**config.mk**
```make
export PLATFORM = sky130hd
export DESIGN_NAME = muldiv_unit
export DESIGN_NICKNAME = d
export VERILOG_FILES = /design/src/rtl/muldiv_unit.sv
export SDC_FILE = /design/constraint.sdc
export NUM_CORES = 1
export LEC_CHECK = 0
export CAP_MARGIN = 20
export CORE_MARGIN = 2
export CORE_UTILIZATION = 53
export DETAILED_ROUTE_END_ITERATION = 6
export PLACE_DENSITY_LB_ADDON = 0.1
export SLEW_MARGIN = 5
export SYNTH_ARGS = -nofsm -noshare
export SYNTH_HDL_FRONTEND = slang
export SYNTH_SLANG_ARGS = --single-unit
```
**constraint.sdc**
```tcl
create_clock -name clk -period 6.2 [get_ports clk]
set_input_delay 0.93 -clock clk [delete_from_list [all_inputs] [get_ports clk]]
set_output_delay 0.93 -clock clk [all_outputs]
set_load 0.03 [all_outputs]
```
**src/rtl/muldiv_unit.sv**
```systemverilog
// Iterative signed MULT/DIV unit with HI/LO registers.
// Uses one multi-cycle shift-add or restoring-divide datapath, with sign correction in DONE.
module muldiv_unit #(
  parameter int unsigned WIDTH = 32
) (
  input  logic             clk,
  input  logic             reset,
  input  logic             hiloen,
  input  logic [3:0]       alucontrol,
  input  logic [WIDTH-1:0] srca,
  input  logic [WIDTH-1:0] srcb,
  output logic             busy,
  output logic [WIDTH-1:0] hilo_out,
  output logic [WIDTH-1:0] hi,
  output logic [WIDTH-1:0] lo
);

  localparam int unsigned CW = $clog2(WIDTH);

  typedef enum logic [1:0] {IDLE, RUN, DONE} state_t;

  state_t           state;
  logic             is_div, neg_q, neg_r, divzero;
  logic [WIDTH-1:0] opnd, raw_a, pl;
  logic [WIDTH:0]   ph;
  logic [CW-1:0]    cnt;

  logic             start;
  logic [WIDTH-1:0] abs_a, abs_b;
  logic [WIDTH:0]   mul_sum, mul_ph, div_shift;
  logic [WIDTH+1:0] div_trial;
  logic             div_ge;
  logic [WIDTH:0]   ph_next;
  logic [WIDTH-1:0] pl_next;
  logic [2*WIDTH-1:0] prod, prod_fix;

  assign start = hiloen && (state == IDLE) &&
                 ((alucontrol == 4'b1000) || (alucontrol == 4'b1001));
  assign abs_a = srca[WIDTH-1] ? -srca : srca;
  assign abs_b = srcb[WIDTH-1] ? -srcb : srcb;

  // ph/pl are shared: {product high, multiplier} for MULT, {remainder, dividend->quotient} for DIV.
  always_comb begin
    mul_sum   = ph + {1'b0, opnd};
    mul_ph    = pl[0] ? mul_sum : ph;
    div_shift = {ph[WIDTH-1:0], pl[WIDTH-1]};
    div_trial = {1'b0, div_shift} - {2'b00, opnd};
    div_ge    = ~div_trial[WIDTH+1];
    if (is_div) begin
      ph_next = div_ge ? div_trial[WIDTH:0] : div_shift;
      pl_next = {pl[WIDTH-2:0], div_ge};
    end else begin
      ph_next = {1'b0, mul_ph[WIDTH:1]};
      pl_next = {mul_ph[0], pl[WIDTH-1:1]};
    end
    prod     = {ph[WIDTH-1:0], pl};
    prod_fix = neg_q ? -prod : prod;
  end

  always_ff @(posedge clk or posedge reset) begin
    if (reset) begin
      state   <= IDLE;
      cnt     <= '0;
      hi      <= '0;
      lo      <= '0;
      is_div  <= 1'b0;
      neg_q   <= 1'b0;
      neg_r   <= 1'b0;
      divzero <= 1'b0;
      opnd    <= '0;
      raw_a   <= '0;
      ph      <= '0;
      pl      <= '0;
    end else begin
      case (state)
        IDLE: begin
          if (start) begin
            is_div  <= alucontrol[0];
            neg_q   <= srca[WIDTH-1] ^ srcb[WIDTH-1];
            neg_r   <= srca[WIDTH-1];
            divzero <= (srcb == '0);
            raw_a   <= srca;
            opnd    <= alucontrol[0] ? abs_b : abs_a;
            pl      <= alucontrol[0] ? abs_a : abs_b;
            ph      <= '0;
            cnt     <= '0;
            state   <= RUN;
          end
        end
        RUN: begin
          ph  <= ph_next;
          pl  <= pl_next;
          cnt <= cnt + 1'b1;
          if (cnt == CW'(WIDTH - 1)) state <= DONE;
        end
        DONE: begin
          if (!is_div) begin
            hi <= prod_fix[2*WIDTH-1:WIDTH];
            lo <= prod_fix[WIDTH-1:0];
          end else if (divzero) begin
            hi <= raw_a;
            lo <= '1;
          end else begin
            hi <= neg_r ? -ph[WIDTH-1:0] : ph[WIDTH-1:0];
            lo <= neg_q ? -pl : pl;
          end
          state <= IDLE;
        end
        default: state <= IDLE;
      endcase
    end
  end

  assign busy     = (state != IDLE);
  assign hilo_out = (alucontrol == 4'b1010) ? hi : lo;

endmodule

```
Word level (Yosys, flattened, before mapping)
Cells that the tools add are included.
- $add $sub $neg: 8
- eq/ne operators: 8
- multiplexer cells: 25
- bitwise operators: 2
- reduce and logical (&&, ||, !) cells: 10
- operator list (kind ; count):
    $mux 32 ; 13
    $mux 33 ; 4
    $neg 32->32 ; 4
    $pmux 33 s2 ; 1
    $mux 64 ; 1
    $neg 64->64 ; 1
    $pmux 32 s2 ; 1
    $sub 33x32->34 ; 1
    $add 33x32->33 ; 1
    $logic_not 32->1 ; 1
    $eq 4x4->1 const B ; 3
    $pmux 5 s2 ; 1
    $reduce_and 2->1 ; 3
    $add 5x1->5 const B ; 1
    $eq 5x5->1 const B ; 1
    $mux 5 ; 1
    $mux 2 ; 2
    $ne 2x2->1 const B ; 2
    $pmux 2 s2 ; 1
    $reduce_bool 2->1 ; 2
    $eq 2x1->1 const B ; 1
    $eq 2x2->1 const B ; 1
    $logic_and 1x1->1 ; 2
    $logic_not 2->1 ; 1
    3 further kinds ; 3
- register bits after elaboration: 204
- input bits: 71
- output and inout port bits: 97
- word-level logic and storage cells: 65

Longest topological paths before layout
- word-level depth: 5
- gate-level depth with buffers: 14
- mapped depth without buffers: 12

Least setup slack after synthesis
No wires, ideal clock.
- path type: input -> output
- start: input port alucontrol[2]
- end: output port hilo_out[10]
- data arrival time: 2.319 ns
- data required time: 5.270 ns
- path slack: 2.951 ns
- cell stages on the path: 4
- path buffers: 1
- path through: nand2b_1 > nor3b_1 > clkbuf_1 > mux2_2
- cells in the longest elaborated chain, start to end: 2
- ends and longest elaborated chain (element ; line ; source):
    from (decl) ; 9 ; input logic [3:0] alucontrol,
    $eq 4x4->1 ; 115 ; assign hilo_out = (alucontrol == 4'b1010) ? hi : lo;
    $mux 32 ; 115 ;
    to (decl) ; 13 ; output logic [WIDTH-1:0] hilo_out,
Every way passes these cells.

Worst setup path in the final report
- start: register ph[0]
- end: register ph[13]
- cells in the longest elaborated chain, start to end: 4
- elaborated cells between the ends (all ways): 6
- classes of those cells: 2 x add/sub; 4 x mux
- ends and longest elaborated chain (element ; line ; source):
    from (decl) ; 25 ; logic [WIDTH:0] ph;
    from (signal assigned) ; 91 ; ph <= ph_next;
    $add 33x32->33 or $sub 33x32->34 (tied branches) ; 44, 47 ;
    $mux 33, on equally long branches ; 45, 50 ;
    $mux 33 (*) ; 49 ; if (is_div) begin
    $pmux 33 s2 (*) ; 75 ; case (state)
Every way passes the cells marked *; elsewhere a longest branch is shown, timed or not.
A chain may end at the register's enable or synchronous reset.

==> run summary <==
status: finished clean
crit path buf inv count: 1
pre-CTS WS: 2.03 ns
Worst setup EP type: flop
Pre-Repair DR Iteration Count: 5
CTS Buffer Depth: 3
slowest CP cell: dfrtp_1
Slew Limit Fails: 0
crit path max fanout: 44
layout cells sized above 1: 0.0637
core area: 0.0318 sq mm
# diodes: 0
setup_tns: 0 ns
Hold Path Cell Cnt: 2
post-synthesis cell type count: 83
Final ANT Viol Nets: 0
most frequent CP cell: a211oi_1
Area contributors post-synth: dfrtp_1, nand2_1, o21ai_0
post-route clock period utilization: 0.657
routed wl met2: 26.5 mm
Top Metal Used: met4
io pins: 168
yosys warns: 0
R2R Setup Slk: 2.13 ns
GRT Total Usage: 0.365
Worst R2R Path Depth: 11
GRT overflow: 0
Die X: 184 um
synthesized cell area: 0.0172 sq mm
worst path required time: 6.60 ns
fmax: 246 MHz
CTS tree: yes
Skew-Pair Late Insertion Delay: 0.54 ns
RSZ-0062 raised after global routing: false
Mean Syn Cell Area: 7.88 sq um
skew final: 0.0142 ns
Rel. slew slack: 0.309
Initial Util: 0.541
number of cells on the critical path: 11
fin crit period: 4.07 ns
dpl hpwl: 46.4 mm
CTS H-tree lvls: 1
largest net degree at the start of global routing: 136
residual DRC count: 0
Worst Path Class, Setup: flop to flop
register bit total from synthesis: 203
ys flop type: dfrtp_1
Synth top cells by count: nand2_1, dfrtp_1, o21ai_0
die area: 0.0339 sq mm
Root Buffer: clkbuf_16
P_leak: 0.00812 uW
initial DRC count: 1669
hold slack: 0.474 ns
hold_sp: raw_a[10]
FFs w/ async S/R, synth: 1.00
share of the synthesized area in the top cell type: 0.295
cell count after synthesis: 2182
fin nets: 2371
post-CTS resize count: 0
worst reg2reg startpoint: ph[0]
row cnt: 65
Worst Hold Class: flop to flop
CP max stage delay: 0.64 ns
number of global-route vias before repair: 15800
post-synthesis sequential area ratio: 0.295
top-count cell post-synth: nand2_1
Wirelength per Cell: 23.1 um
Slew @ Worst Pin: 1.03 ns
TritonCTS buffer count: 24
final hold vios: 0
RR Endpoint: ph[13]
CTS clk-pin slew, worst paths: 0.06 ns
Post-synth EDFFs: 0
worst setup margin: 2.13 ns
DR vias/cell: 6.38
Hold EP: raw_a[10]
met3 wire len: 6.03 mm
CP Data Arrival Time: 4.47 ns
Port Buf Inserts: 167
area growth from synthesis to layout: 14.8%
drt total wl: 62.0 mm
initial antenna violation count: 0
Setup crit start: ph[0]
maxcap violations: 0
Startpoint Class: flop
Vias: 17100
Placer Congestion: 0.978
Die Y-Extent: 184 um
Setup Viol. Count Final: 0
setup bufs post-CTS: 0
kind of cell adding the most delay to the critical path: compound AO/OA/AOI/OAI gates
syn_nets: 2325
P per Cell Area: 558 mW/mm^2
M1 WL: 27.2 mm
CTS sink cnt: 203
first-pass GRT wire length: 95.0 mm
Util after Layout: 0.621
Post-CTS Hold Buffers: 0
post-synth top area cell: dfrtp_1
cells along the critical path: ha_1 -> nor2b_1 -> o31ai_1 -> a211oi_1 -> nor3_1 -> a211oi_1 -> a21boi_2 -> buf_4 -> nor2_1 -> a211oi_1 -> o31ai_1
Worst VDD drop: 456 uV
tightest hold or removal path: cells and delay by family, from the launching register on:
| family | cells | cell delay, ns |
|---|---|---|
| flops | 1 | 0.34 |
| simple gates | 2 | 0.11 |
power breakdown:
| group | switching, uW | leakage (uW) | internal (uW) |
|---|---|---|---|
| combinational | 3970 | 0.00528 | 2800 |
| clock | 592 | 0.000391 | 830 |
| sequential | 1050 | 0.00245 | 1770 |
metal layers:
metal	up-vias	global-route usage
met3	129	0.0701
li1	7917	-
met5	-	0
met4	0	0.119
met2	842	0.540
met1	8203	0.533
cell usage in the layout, fill, tap and decap left out, drive strengths merged, types with 6 or more instances in the layout:
cell,count
a211oi,82
a21o,29
a21oi,164
a221o,6
a22oi,6
a31oi,16
and3,11
buf,23
clkbuf,31
clkdlybuf4s50,166
clkinv,9
dfrtp,203
ha,70
inv,60
mux2,41
mux2i,64
nand2,325
nand2b,18
nand3,39
nand3b,6
nand4,13
nor2,164
nor2b,22
nor3,36
nor4,16
o211ai,28
o21a,14
o21ai,194
o21bai,8
o22a,6
o31ai,43
o41ai,19
or2,9
or3,18
or4,17
xnor2,98
xor2,89
worst max path at each step:
stage | end | slack (ns)
5_1_grt | ph[10] | 1.92
3_3_place_gp | pl[30] | 2.03
2_1_floorplan | cnt[0] | 2.64
3_5_place_dp | pl[30] | 2.03
6_report | ph[13] | 2.13
4_1_cts | hilo_out[11] | 2.15
registers in the layout (all words and copies together), names as in the netlist:
| register | flops |
|---|---|
| divzero | 1 |
| ph | 33 |
| state | 2 |
| cnt | 5 |
| hi | 32 |
| opnd | 32 |
| is_div | 1 |
| neg_q | 1 |
| neg_r | 1 |
| lo | 32 |
| raw_a | 31 |
| pl | 32 |
final cells by class:
| class | count | area, sq um |
|---|---|---|
| clock buffer | 31 | 698 |
| sequential | 203 | 5080 |
| clock inverter | 11 | 85.1 |
| inverter | 62 | 236 |
| fill | 2879 | 12000 |
| timing repair buffer | 189 | 1850 |
| multi-input combinational | 1748 | 11300 |
| tap | 435 | 544 |
metrics by stage:
stage	instance area, sq um	power [uW]	instances
floorplan	17200	7520	2182
global placement	19000	9240	2636
detailed placement	19000	9370	2636
CTS	19700	10800	2678
global route	19800	11800	2679
finish	19800	11000	2679
cells by family (layout without fill, tap and decap cells):
group	Yosys count	count (layout)	synth area share
xor gates and xnor gates	187	187	0.0952
adders and majority gates	72	72	0.0532
DFF	203	203	0.295
and+or+nand+nor	719	719	0.195
muxes	105	105	0.0641
AOI/OAI and AO/OA	665	665	0.245
buffers and inverters	231	293	0.0524
Power figures use the tool's default switching activity.
